[src/rtl/xor_p_sweep_if.sv]
// Control bundle for the xor_p_sweep truth-table engine.
// Master requests sweeps; slave reports status and the captured table.
interface xor_p_sweep_if;
  logic        start;
  logic        busy;
  logic        done;
  logic [15:0] table_q;
  logic        pass;
  logic [3:0]  err_idx;

  modport master (
    output start,
    input  busy, done, table_q, pass, err_idx
  );

  modport slave (
    input  start,
    output busy, done, table_q, pass, err_idx
  );
endinterface

[src/rtl/xor_p_sweep.sv]
// Exhaustive stimulus/readback sweep for P = W.Y'.Z ^ Y.Z ^ X'.Y.
// Define TT_COMPARE_EN to build in the GOLDEN comparison (pass/err_idx).
module xor_p_sweep #(
  parameter int unsigned SETTLE = 2,
  parameter logic [15:0] GOLDEN = 16'hA684
) (
  input  logic         clk,
  input  logic         rst_n,
  xor_p_sweep_if.slave ctl,
  output logic         W,
  output logic         X,
  output logic         Y,
  output logic         Z,
  input  logic         P
);

  typedef enum logic [1:0] {
    IDLE,
    APPLY,
    DONE
  } state_t;

  localparam logic [7:0] SETTLE_C = 8'(SETTLE);

  state_t      state, state_n;
  logic [3:0]  idx, idx_n;
  logic [7:0]  cnt, cnt_n;
  logic [3:0]  vec, vec_n;
  logic [15:0] tbl, tbl_n;
  logic        busy, busy_n;
  logic        done, done_n;

`ifdef TT_COMPARE_EN
  logic        err, err_n;
  logic        pass, pass_n;
  logic [3:0]  eidx, eidx_n;
`endif

  always_comb begin
    state_n = state;
    idx_n   = idx;
    cnt_n   = cnt;
    vec_n   = vec;
    tbl_n   = tbl;
    busy_n  = 1'b0;
    done_n  = 1'b0;
`ifdef TT_COMPARE_EN
    err_n   = err;
    pass_n  = pass;
    eidx_n  = eidx;
`endif
    unique case (state)
      IDLE: begin
        if (ctl.start) begin
          state_n = APPLY;
          idx_n   = 4'd0;
          cnt_n   = 8'd0;
          vec_n   = 4'd0;
          tbl_n   = 16'h0000;
`ifdef TT_COMPARE_EN
          err_n   = 1'b0;
          pass_n  = 1'b0;
          eidx_n  = 4'd0;
`endif
        end
      end
      APPLY: begin
        busy_n = 1'b1;
        if (cnt != SETTLE_C) begin
          cnt_n = cnt + 8'd1;
        end else begin
          tbl_n[idx] = P;
`ifdef TT_COMPARE_EN
          if ((P != GOLDEN[idx]) && !err) begin
            eidx_n = idx;
            err_n  = 1'b1;
          end
`endif
          // vec tracks idx_n so each vector is held exactly SETTLE+1 cycles
          if (idx == 4'hF) begin
            state_n = DONE;
            vec_n   = 4'd0;
          end else begin
            idx_n = idx + 4'd1;
            vec_n = idx + 4'd1;
            cnt_n = 8'd0;
          end
        end
      end
      DONE: begin
        done_n  = 1'b1;
        vec_n   = 4'd0;
        state_n = IDLE;
`ifdef TT_COMPARE_EN
        pass_n  = ~err;
`endif
      end
      default: state_n = IDLE;
    endcase
  end

  always_ff @(posedge clk) begin
    if (!rst_n) begin
      state <= IDLE;
      idx   <= 4'd0;
      cnt   <= 8'd0;
      vec   <= 4'd0;
      tbl   <= 16'h0000;
      busy  <= 1'b0;
      done  <= 1'b0;
`ifdef TT_COMPARE_EN
      err   <= 1'b0;
      pass  <= 1'b0;
      eidx  <= 4'd0;
`endif
    end else begin
      state <= state_n;
      idx   <= idx_n;
      cnt   <= cnt_n;
      vec   <= vec_n;
      tbl   <= tbl_n;
      busy  <= busy_n;
      done  <= done_n;
`ifdef TT_COMPARE_EN
      err   <= err_n;
      pass  <= pass_n;
      eidx  <= eidx_n;
`endif
    end
  end

  assign {W, X, Y, Z}  = vec;
  assign ctl.busy      = busy;
  assign ctl.done      = done;
  assign ctl.table_q   = tbl;

`ifdef TT_COMPARE_EN
  assign ctl.pass      = pass;
  assign ctl.err_idx   = eidx;
`else
  logic unused_golden;
  assign unused_golden = ^GOLDEN;
  assign ctl.pass      = 1'b0;
  assign ctl.err_idx   = 4'd0;
`endif

endmodule

[src/flat_wrapper.sv]
// flat-port wrapper written by rule: the top's interface ports become plain ports
module xor_p_sweep_flat 
#(
  parameter int unsigned SETTLE = 2,
  parameter logic [15:0] GOLDEN = 16'hA684
)
  (clk, rst_n, W, X, Y, Z, P, ctl_start, ctl_busy, ctl_done, ctl_table_q, ctl_pass, ctl_err_idx);
  xor_p_sweep_if ctl_i ();
  input  logic clk;
  input  logic rst_n;
  output logic W;
  output logic X;
  output logic Y;
  output logic Z;
  input  logic P;
  input wire logic [$bits(ctl_i.start)-1:0] ctl_start;
  output wire logic [$bits(ctl_i.busy)-1:0] ctl_busy;
  output wire logic [$bits(ctl_i.done)-1:0] ctl_done;
  output wire logic [$bits(ctl_i.table_q)-1:0] ctl_table_q;
  output wire logic [$bits(ctl_i.pass)-1:0] ctl_pass;
  output wire logic [$bits(ctl_i.err_idx)-1:0] ctl_err_idx;
  assign ctl_i.start = ctl_start;
  assign ctl_busy = ctl_i.busy;
  assign ctl_done = ctl_i.done;
  assign ctl_table_q = ctl_i.table_q;
  assign ctl_pass = ctl_i.pass;
  assign ctl_err_idx = ctl_i.err_idx;
  xor_p_sweep #(.SETTLE(SETTLE), .GOLDEN(GOLDEN)) u_core (.clk(clk), .rst_n(rst_n), .ctl(ctl_i), .W(W), .X(X), .Y(Y), .Z(Z), .P(P));
endmodule
[config.mk]
export PLATFORM = sky130hd
export DESIGN_NAME = xor_p_sweep_flat
export DESIGN_NICKNAME = d
export VERILOG_FILES = /design/src/rtl/xor_p_sweep_if.sv /design/src/rtl/xor_p_sweep.sv /design/src/flat_wrapper.sv
export SDC_FILE = /design/constraint.sdc
export NUM_CORES = 1
export LEC_CHECK = 0
export CAP_MARGIN = 30
export CORE_AREA = 2 2 62 64
export CTS_BUF_LIST = sky130_fd_sc_hd__clkbuf_16
export DETAILED_ROUTE_END_ITERATION = 8
export DIE_AREA = 0 0 64 66
export PLACE_DENSITY = 0.76
export REMOVE_ABC_BUFFERS = 1
export SYNTH_ARGS = -nofsm -noshare
export SYNTH_HDL_FRONTEND = slang
export SYNTH_SLANG_ARGS = --single-unit
[constraint.sdc]
create_clock -name clk -period 2.5 [get_ports clk]
set_clock_uncertainty 0.05 [all_clocks]
set_input_delay 0.5 -clock clk [delete_from_list [all_inputs] [get_ports clk]]
set_output_delay 0.5 -clock clk [all_outputs]
set_load 0.02 [all_outputs]
Word level (Yosys, flattened, before mapping):

Index checks and enable logic that the tools add are counted.
W data, S select, Z words.

* flip-flop bits (word level): 36
* bits of input ports: 4
* output and inout port bits: 27
* logic and storage cells: 52

* $add $sub $neg: 2
* magnitude comparators: 2
* equal/unequal tests: 9
* muxes and demuxes: 23
* reductions and logical operators: 9

Operator list (count)
* $mux W16: 2
* $pmux W16 S2: 1
* $mux W8: 3
* $mux W4: 5
* $bwmux W16: 1
* $pmux W8 S2: 1
* $pmux W4 S3: 1
* $reduce_and A3 Y1: 4
* $add A8 B1 Y8 const B: 1
* $ne A8 B2 Y1 const B: 1
* $pmux W4 S2: 1
* $mux W2: 3
* $ne A2 B2 Y1 const B: 3
* $lt A4 B5 Y1 const B: 1
* $add A4 B1 Y4 const B: 1
* $demux W1 S4: 1
* $eq A4 B4 Y1 const B: 1
* $ge A4 B1 Y1 const B: 1
* $pmux W2 S2: 1
* $reduce_and A4 Y1: 1
* $mux W1: 3
* $ne A3 B2 Y1 const B: 1
* $reduce_bool A3 Y1: 1
* $eq A2 B1 Y1 const B: 1
* 5 further kinds: 5

Longest topological paths before layout:

Gate-level depths: netlist of the first run.

* depth in word-level cells: 7
* depth in mapped cells: 7

Worst setup path before layout of the first run:

No wires, ideal clock.

* path kind: reg2reg
* start: register u_core.cnt[0]
* end: register u_core.tbl[11], in the netlist u_core.ctl.table_q[11]
* setup time: 0.116 ns
* arrival: 1.641 ns
* path slack: 0.692 ns
* stages on the path, launching flop included: 8
* period minus slack after synthesis: 1.808 ns
* path through: dfxtp_1 > inv_1 > ha_1 > or4b_4 > nor3_4 > buf_6 > a31oi_1 > a41o_1

* cells in the longest elaborated chain, start to end: 3

RTL lines
* start, declared: line xor_p_sweep.sv:27 `logic [7:0] cnt, cnt_n;`
* start signal, assigned: line xor_p_sweep.sv:119 `cnt <= cnt_n;`
* $ne A8 B2 Y1: line xor_p_sweep.sv:69 `if (cnt != SETTLE_C) begin`
* $ne A2 B2 Y1 (no line)
* $reduce_and A3 Y1 (no line)
* end signal, assigned: line xor_p_sweep.sv:121 `tbl <= tbl_n;`
* end, declared: line xor_p_sweep.sv:29 `logic [15:0] tbl, tbl_n;`

No other way between the ends.
A chain may end at the register's enable or synchronous reset.

Final worst setup path of the first run:

* start: register u_core.cnt[0]
* end: register u_core.tbl[3], in the netlist u_core.ctl.table_q[3]

Same word-level chain as after synthesis.

==> flow_metrics.tcl, run 1 <==
set metrics [dict create \
    critPathKind "reg2reg" \
    peakVddDrop_mv 0.432 \
    critPathLaunchType "register" \
    fin_tns_setup_ps 0 \
    synth.cell_area_sq_um 1790 \
    setup.worst_path.end_class "register" \
    cts_setup_buffers 0 \
    synthDistinctLibCells 46 \
    rsz0062_at_grt "false" \
    crit_cells 7 \
    grt_pass1_vias 1388 \
    cts-resized-gates 0 \
    fmax_mhz 504 \
    path_cells "inv_1 > ha_1 > or4b_4 > nor3_4 > buf_4 > a31oi_1 > a41o_1" \
    yosysTopAreaCell "dfxtp_1" \
    cts_buffers 5 \
    ys_top_cells_by_area "dfxtp_1, nand3_1, mux2i_1" \
    fin_crit_sh 0.793 \
    diodes 0 \
    dp_hpwl_um 2730 \
    hold_depth 2 \
    first_pass_iters 4 \
    drt.antenna.violating_nets 0 \
    synth_edf_count 0 \
    rr_startpoint "u_core.cnt[0]$_SDFFE_PN0P_" \
    cts.root.buffer_cell "clkbuf_16" \
    start_util 0.503 \
    holdCritStartpoint "u_core.vec[3]$_SDFFE_PN0P_" \
    async_flop_share 0 \
    period_needed_ps 1980 \
    status "complete, no violations" \
    finalHoldViolations 0 \
    worstPathArrival_ps 2100 \
    rr_worst_depth 7 \
    rows 22 \
    ys_ff_latch 36 \
    vias_per_cell 5.68 \
    powerDensity_nw_per_um2 610 \
    slew_viol_final 0 \
    netlist.area_leader.share 0.404 \
    clock_sinks 36 \
    setup_viol 0 \
    startpoint "u_core.cnt[0]$_SDFFE_PN0P_" \
    overflow 0 \
    grt_usage 0.204 \
    htree_num_levels 2 \
    max_stage_delay_ps 510 \
    nNetsFinal 238 \
    syn_area_per_cell_sq_um 8.88 \
    seq_area_frac_synth 0.404 \
    cts_buffer_depth 2 \
    cp_top_family "simple AND/OR/NAND/NOR gates" \
    synth_common_cells "dfxtp_1, nand3_1, mux2i_1" \
    antenna_found_initial 0 \
    drv_cap 0 \
    cp_num_buf_inv 2 \
    dieHeight_um 66 \
    gp_congestion 0.825 \
    path_max_fanout 12 \
    p_leak_uw 0.000940 \
    die_x_um 64 \
    grt_max_degree 25 \
    crit_required_ps 2620 \
    cts_tree "built" \
    tightest_slew_ps 517 \
    synthCells 201 \
    grt_pass1_wl_um 6510 \
    clkLatencyLatePin_ps 280 \
    syn_to_final_growth_pct 24.9 \
    wire_per_inst_um 14.6 \
    port_buffers 25 \
    vias 1573 \
    drt_iter0_drc 79 \
    core_sq_um 3550 \
    die-area_sq_um 4220 \
    yosys_warnings 0 \
    cts.clk_slew.worst_paths_ps 50 \
    worst_path_max_delay_cell "or4b_4" \
    drc_errors 0 \
    synth_top_flop_cell "dfxtp_1" \
    hold_path.class "reg2reg" \
    whs_ps 413 \
    max_slew_margin 0.654 \
    cts_hold_buf 0 \
    drive_above_1_share 0.0786 \
    drt-total-wl_um 4050 \
    ioPinCount 31 \
    yosysMostFrequentCell "dfxtp_1" \
]
[sequential cells by signal, summed over array words and instances, names as in the netlist]
signal              flops
u_core.idx              4
u_core.ctl.done         1
u_core.cnt              8
u_core.ctl.table_q     16
u_core.ctl.busy         1
u_core.vec              4
u_core.state            2
[routing by layer]
layer  global-route usage  wire (um)  part of all wire
met1                0.262       1840              0.46
met2                0.310       1910              0.47
met4               0.0951         70             0.017
met5                    0          0                 0
met3               0.0630        226             0.056
[cell families after synthesis]
kind of cell / synth area share
buffers and inverters: 0.0687
xor gates and xnor gates: 0.00491
adders and majority gates: 0.0420
and+or+nand+nor: 0.259
AOI/OAI and AO/OA: 0.147
other: 0.00210
muxes: 0.0729
DFF: 0.404
[layout make-up]
| type | count | area (sq um) |
|---|---|---|
| fill | 311 | 1320 |
| multi-input combinational | 146 | 957 |
| sequential | 36 | 721 |
| timing repair buffer | 32 | 303 |
| clock buffer | 5 | 125 |
| tap | 48 | 60.1 |
| clock inverter | 3 | 38.8 |
| inverter | 7 | 26.3 |
[worst register-to-register path, cell delays in order (launching register included)]
cell and delay (ps):
dfxtp_1 350, inv_1 70, ha_1 160, or4b_4 510
nor3_4 210, buf_4 210, a31oi_1 100, a41o_1 220
[worst paths after layout]
kind	to	slack, ps
hold reg to reg	u_core.vec[3]$_SDFFE_PN0P_	410
hold / removal	u_core.vec[3]$_SDFFE_PN0P_	410
setup reg to reg	u_core.ctl.table_q[3]$_SDFFE_PN0P_	520
setup / recovery	u_core.ctl.table_q[3]$_SDFFE_PN0P_	520
[placed cells by master (no fill, tap or decap), types with 2 or more instances in the layout]
master and count:
dfxtp_1 36, a21oi_1 5, nor2_1 8, o21ai_0 8, a41o_1 3, nand4_1 5
o31ai_1 3, ha_1 6, mux2i_1 13, clkdlybuf4s50_1 25, clkbuf_16 5, nor3_1 3
a31oi_1 5, nand2_1 10, nand3_1 33, o21ai_1 2, and2_1 2, buf_4 7
or3_1 3, and3_1 4, inv_1 8, a211o_1 3, conb_1 5, nor3b_1 5
[report_power, final]
group          internal [uW]  switching, uW  leakage [uW]
sequential               579           4.95      0.000291
combinational           25.7           55.0      0.000564
clock                    464            231     0.0000850
total                   1070            291      0.000940
[stage by stage]
stage	cells	cell area, sq um	power (uW)	worst slack, ps	util
finish	277	2230	1360	517	0.628
global route	277	2230	1410	408	0.628
CTS	277	2230	1370	525	0.628
detailed placement	269	2070	676	330	0.582
global placement	269	2070	676	348	0.582
floorplan	189	1700	642	498	-
Note: power is estimated with default switching activity, not from simulation.
==> run 2: changes to the inputs <==
CORE_AREA = 2 2 65 67   (was 2 2 62 64)
DIE_AREA = 0 0 67 69   (was 0 0 64 66)
PLACE_DENSITY = 0.72   (was 0.76)
clock period = 1.7 ns   (was 2.5 ns; I/O delays follow)
==> flow_metrics.tcl, run 2 (same netlist as run 1, synthesis figures left out) <==
set metrics [dict create \
    status "finished with violations" \
    failed_checks "negative setup slack" \
    cts_buffers 5 \
    r2r_end "u_core.ctl.table_q[3]$_SDFFE_PN0P_" \
    period_needed_ps 1900 \
    setup_viol 30 \
    start_util 0.456 \
    largest_reg_flops 16 \
    die-area_sq_um 4620 \
    cts.clk_slew.worst_paths_ps 50 \
    dieHeight_um 69 \
    setup.worst_path.end_class "register" \
    cts.root.buffer_cell "clkbuf_16" \
    hold_path.class "reg2reg" \
    holdCritStartpoint "u_core.vec[3]$_SDFFE_PN0P_" \
    worstPathArrival_ps 2010 \
    p_leak_uw 0.00111 \
    rrSetupSlack_ps -200 \
    cts_hold_buf 0 \
    clock_sinks 36 \
    syn_to_final_growth_pct 43.6 \
    drv_cap 0 \
    rr_worst_depth 7 \
    drt-total-wl_um 4520 \
    wire_per_inst_um 14.4 \
    finalHoldViolations 0 \
    rows 23 \
    drt_iter0_drc 123 \
    drive_above_1_share 0.247 \
    drc_errors 0 \
    layout_common_cells "buf_4, dfxtp_1, nand3_1" \
    startpoint "u_core.cnt[0]$_SDFFE_PN0P_" \
    path_max_fanout 20 \
    hold_path_end "u_core.vec[3]$_SDFFE_PN0P_" \
    antenna_found_initial 0 \
    overflow 0 \
    core_sq_um 3910 \
    ioPinCount 31 \
    fmax_mhz 527 \
    grt_max_degree 21 \
    clkLatencyLatePin_ps 280 \
    dpl_worst_slack_ps -215 \
    fin_tns_setup_ps -3240 \
    powerDensity_nw_per_um2 740 \
    rsz0062_at_grt "true" \
    gp_congestion 0.800 \
    htree_num_levels 2 \
    critPathLaunchType "register" \
    hold_depth 2 \
    first_pass_iters 4 \
    vias 1731 \
    grt_pass1_vias 1616 \
    nNetsFinal 273 \
    drt.antenna.violating_nets 0 \
    grt_pass1_wl_um 7530 \
    fin_crit_sh 1.12 \
    whs_ps 402 \
    dp_hpwl_um 3180 \
    critPathKind "reg2reg" \
    vias_per_cell 5.53 \
    rr_startpoint "u_core.cnt[0]$_SDFFE_PN0P_" \
    peakVddDrop_mv 0.615 \
    slew_viol_final 0 \
    port_buffers 25 \
    layout_commonest_cell "buf_4" \
    crit_required_ps 1820 \
    diodes 0 \
    cts_buffer_depth 2 \
    cts_tree "built" \
    die_x_um 67 \
    grt_usage 0.213 \
    fin_ws_ps -196 \
]
==> run 2: cell types whose count changed in the layout (fill, tap and decap cells not counted), sizes merged <==
| cell | previous run | this run |
|---|---|---|
| buf | 7 | 42 |
| bufinv | 1 | 0 |
==> run 2: critical path, cell delays in order, from the launching register on <==
cell and delay, ps:
dfxtp_2 320, inv_2 60, ha_4 120, or4b_4 500, nor3_4 230, buf_12 180
a31oi_1 100, a41o_1 220
==> run 2: repair_timing <==
item | 4_1_cts | 5_1_grt
endpoints found under the setup margin | 28 | 30
resized for setup | 18 | 4
pin swaps | 6 | 3
setup buffers | 2 | 1
==> run 2: how the worst max path moves through the flow <==
stage / slack [ps] / to / depth (start not counted)
after floorplan: -300 / u_core.ctl.table_q[11]$_SDFFE_PN0P_ / 6
after global placement: -190 / u_core.ctl.table_q[7]$_SDFFE_PN0P_ / 5
after CTS: -170 / u_core.ctl.table_q[3]$_SDFFE_PN0P_ / 7
final: -200 / u_core.ctl.table_q[3]$_SDFFE_PN0P_ / 7
after detailed placement: -210 / u_core.ctl.table_q[3]$_SDFFE_PN0P_ / 5
after global routing: -250 / u_core.ctl.table_q[14]$_SDFFE_PN0P_ / 7
==> run 2: per-layer routing <==
| metal | up-vias | global-route usage | share of wire |
|---|---|---|---|
| li1 | 858 | - | - |
| met1 | 811 | 0.270 | 0.44 |
| met2 | 52 | 0.333 | 0.49 |
| met3 | 10 | 0.0604 | 0.046 |
| met4 | 0 | 0.0907 | 0.022 |
| met5 | - | 0 | 0 |
==> run 2: report_power, final <==
group          internal, uW  leakage, uW  total, uW  switching [uW]
logic                  86.2     0.000752        188             102
registers               852     0.000292        858            5.94
clock network           526    0.0000709        851             325
total                  1460      0.00111       1900             433
==> run 2: layout make-up <==
class	instances	area, sq um
fill	328	1350
multi-input combinational	146	1020
sequential	36	723
timing repair buffer	67	593
clock buffer	5	125
tap	50	62.6
inverter	7	26.3
clock inverter	2	8.76
==> run 2: metrics by stage <==
step	util	std cells	cell area, sq um	power, uW
4_1_cts	0.649	312	2540	1910
2_1_floorplan	-	189	1700	945
3_5_place_dp	0.593	303	2320	1040
3_3_place_gp	0.593	303	2320	1040
6_report	0.655	313	2560	1900
5_1_grt	0.655	313	2560	1970
==> run 3: changes to the inputs <==
PLACE_DENSITY = 0.75   (was 0.72)
==> flow_metrics.tcl, run 3 (same netlist as run 1, synthesis figures left out) <==
set metrics [dict create \
    status "finished with violations" \
    failed_checks "negative setup slack" \
    wire_per_inst_um 16.5 \
    drt-total-wl_um 5200 \
    max_stage_delay_ps 500 \
    first_pass_iters 4 \
    clock_sinks 36 \
    max_slew_margin 0.622 \
    slew_viol_final 0 \
    htree_num_levels 2 \
    setup.worst_path.end_class "register" \
    dieHeight_um 69 \
    post_dp_cell_area_sq_um 2290 \
    syn_to_final_growth_pct 48.2 \
    final_area_sq_um 2650 \
    drt.antenna.violating_nets 0 \
    seqCellArea_sq_um 723 \
    path_max_fanout 5 \
    cts_buffers 5 \
    critPathKind "reg2reg" \
    worstPathArrival_ps 2050 \
    ioPinCount 31 \
    critPathLaunchType "register" \
    largest_reg_flops 16 \
    cp_num_buf_inv 3 \
    cts_buffer_depth 2 \
    fin_ws_ps -236 \
    whs_ps 413 \
    vias_per_cell 5.57 \
    drv_cap 0 \
    cp_top_family "simple AND/OR/NAND/NOR gates" \
    layout_common_cells "buf_4, dfxtp_1, nand3_1" \
    die_x_um 67 \
    dp_cells 299 \
    fin_crit_sh 1.14 \
    clkLatencyLatePin_ps 280 \
    drive_above_1_share 0.267 \
    dp_hpwl_um 3060 \
    p_sw_frac 0.236 \
    cts_tree "built" \
    fillerInstances 318 \
    p_comb_frac 0.095 \
    switchingPower_uw 452 \
    drc_errors 0 \
    power_frac_seq 0.448 \
    period_needed_ps 1940 \
    core_sq_um 3910 \
    antenna_found_initial 0 \
    diodes 0 \
    grt_usage 0.230 \
    pwr-share-clk 0.457 \
    gp_congestion 0.829 \
    die-area_sq_um 4620 \
    port_buffers 25 \
    finalHoldViolations 0 \
    fmax_mhz 517 \
    p_int_uw 1460 \
    fin_cells 316 \
    powerDensity_nw_per_um2 724 \
    nNetsFinal 275 \
    hold_path.class "reg2reg" \
    overflow 0 \
    cts.clk_slew.worst_paths_ps 50 \
    layout_commonest_cell "buf_4" \
    p_leak_uw 0.00115 \
    grt_max_degree 21 \
    start_util 0.456 \
    drt_iter0_drc 84 \
    cts_hold_buf 0 \
    tightest_slew_ps 564 \
    vias 1760 \
    grt_pass1_vias 1706 \
    peakVddDrop_mv 0.476 \
    grt_pass1_wl_um 8090 \
    setup_viol 30 \
    crit_required_ps 1820 \
    rows 23 \
    worst_path_max_delay_cell "or4b_4" \
    multi_input_area_sq_um 1040 \
    rsz0062_at_grt "true" \
    path_cells "inv_2 > ha_4 > or4b_4 > nor3_4 > buf_4 > clkbuf_16 > nand3_1 > mux2i_1" \
    cts.root.buffer_cell "clkbuf_16" \
    post-route-util 0.676 \
]
## run 3: tightest hold or removal path: stages (launching register included)
cell and delay (ps):
dfxtp_1 310, nand2_1 50, a21oi_1 50
## run 3: what timing repair did
item	CTS	global route
pin swaps	7	0
setup endpoints to repair	30	31
resized for setup	17	8
gates cloned	2	1
buffers inserted	2	4
## run 3: final cells by class
type / instances / share of cell area
clock inverter: 3 / 0.00520
timing repair buffer: 69 / 0.249
multi-input combinational: 146 / 0.392
clock buffer: 5 / 0.0473
tap: 50 / 0.0236
inverter: 7 / 0.00993
sequential: 36 / 0.273
## run 3: metrics by stage
stage	setup WS [ps]	power, uW	TNS (ps)
after global routing	-299	1980	-7240
after floorplan	-302	945	-5290
after detailed placement	-210	1030	-4320
final	-236	1920	-4900
after CTS	-140	1910	-2480
after global placement	-184	1030	-3900
## run 3: final timing paths
kind,start,slack (ps),cells past startpoint,end
worst min register to register,u_core.vec[3]$_SDFFE_PN0P_,410,2,u_core.vec[3]$_SDFFE_PN0P_
worst max-delay path,u_core.cnt[0]$_SDFFE_PN0P_,-240,8,u_core.ctl.table_q[6]$_SDFFE_PN0P_
worst min-delay path,u_core.vec[3]$_SDFFE_PN0P_,410,2,u_core.vec[3]$_SDFFE_PN0P_
worst max register to register,u_core.cnt[0]$_SDFFE_PN0P_,-240,8,u_core.ctl.table_q[6]$_SDFFE_PN0P_
## run 3: power by group through the flow
stage / Clock [uW] / Sequential (uW) / Combinational [uW]
floorplan: 0 / 878 / 66.4
global placement: 0 / 874 / 156
detailed placement: 0 / 874 / 158
CTS: 887 / 857 / 166
global route: 920 / 858 / 197
finish: 875 / 858 / 183
## run 3: layer usage
metal | up-vias | share of wire | global-route usage
li1 | 864 | - | -
met4 | 0 | 0.031 | 0.0907
met5 | - | 0 | 0
met2 | 65 | 0.50 | 0.371
met3 | 12 | 0.050 | 0.0440
met1 | 819 | 0.42 | 0.297
==> patch, RTL diff (config.mk and constraints of run 2) <==
Re-encode `state_t` (3 states) as one-hot, 3 bits wide.
--- a/src/rtl/xor_p_sweep.sv
+++ b/src/rtl/xor_p_sweep.sv
@@ -14,10 +14,10 @@
   input  logic         P
 );
 
-  typedef enum logic [1:0] {
-    IDLE,
-    APPLY,
-    DONE
+  typedef enum logic [2:0] {
+    IDLE  = 3'b001,
+    APPLY = 3'b010,
+    DONE  = 3'b100
   } state_t;
 
   localparam logic [7:0] SETTLE_C = 8'(SETTLE);
Behaviour: no difference found for any inputs over 10 cycles, from zero or initial values and one cycle with rst_n low; not proved beyond that.
==> patch against run 2 <==
  * The flow still finishes with violations (negative setup slack)
  * Design area up 1.7%
  * Utilization up 1.1 points
  * Sequential cell count up 1
  * Setup slack better by 0.024 ns
  * Worst hold slack better by 0.0055 ns
  * Power up 9.7%
  * Die area unchanged
  * Synthesized cell count up 9.5%
  * Routed wire length up 8.9%
  * Combinational power down 19%
  * Critical path depth unchanged
  * First-iteration DRC count up 78%
  * Synthesized area up 4.3%
  * Critical path type unchanged
  * Largest cell class unchanged
==> patch: results <==
{
  "hold_ws_ns": 0.407,
  "register_area_um2": 743,
  "drtIter0Drc": 219,
  "dp_cells": 313,
  "buffers": 62,
  "multi_input_cells": 163,
  "layout-drive-gt1-share_pct": 22.6,
  "grt_usage_pct": 22.0,
  "dpl.hpwl_um": 3380,
  "drtPass1Iterations": 4,
  "clkCellAreaFrac_pct": 6.38,
  "p_per_area_nw_per_um2": 798,
  "slowest_delay_ns": 0.52,
  "grt_use_met3_pct": 4.89,
  "antenna_found_initial": 0,
  "cp_max_fo": 4,
  "crit_arrival_ns": 2.03,
  "inverters_excl_clock": 4,
  "vdd_drop_max_mv": 0.448,
  "power_frac_seq_pct": 42.1,
  "cts.sinks": 37,
  "seq_area_frac_synth_pct": 39.8,
  "synth-compound-area-share_pct": 22.2,
  "synth_common_cells": "37 x dfxtp_1, 24 x a21oi_1, 18 x o21ai_0, 16 x nand3_1, 15 x nand2_1",
  "setup_viol": 21,
  "grt_pass1_vias": 1766,
  "yosys-top-cells-area": "dfxtp_1 40%, a21oi_1 6.4%, o211ai_1 5.2%",
  "fillCellCount": 331,
  "final_net_count": 283,
  "via_count": 1870,
  "cts_resized": 21,
  "dp_slack_ns": -0.279,
  "met2_usage_pct": 36.3,
  "postPlaceCellArea_um2": 2350,
  "cts_setup_buffers": 1,
  "wl_per_cell_um": 15.2,
  "synth_adder_area_share_pct": 4.03,
  "area_delta_synth_final_pct": 40.0,
  "grt_pass1_wl_um": 7980,
  "layout_setup_ws_ns": -0.172,
  "finalSetupTns_ns": -1.64,
  "layout.nonclk_buf_share_pct": 20.7,
  "violations": "negative setup slack",
  "gr-usage-met1_pct": 26.6,
  "post-route-cell-area_um2": 2610,
  "grt_max_degree": 18,
  "synthCells": 220,
  "outcome": "finished, violations left",
  "synth-xor-area-share_pct": 0.940,
  "gp_congestion": 0.833
}
-- patch: changes by cell type after synthesis, moves of 5 or more --
cell | before | now
a21oi_1 | 5 | 24
mux2i_1 | 13 | 6
nand2_1 | 10 | 15
nand3_1 | 33 | 16
nand4_1 | 5 | 11
o211ai_1 | 0 | 13
o21ai_0 | 8 | 18
-- patch: metal layers --
metal / routed length (µm) / vias to the layer above
li1: - / 913
met2: 2570 / 62
met3: 234 / 6
met1: 2070 / 889
met4: 44 / 0
met5: 0 / -
-- patch: worst paths after layout --
path                 startpoint       endpoint  depth (start not counted)
setup / recovery  u_core.cnt[0]  u_core.cnt[0]                          7
hold reg to reg   u_core.vec[2]  u_core.vec[2]                          2
setup reg to reg  u_core.cnt[0]  u_core.cnt[0]                          7
hold / removal    u_core.vec[2]  u_core.vec[2]                          2
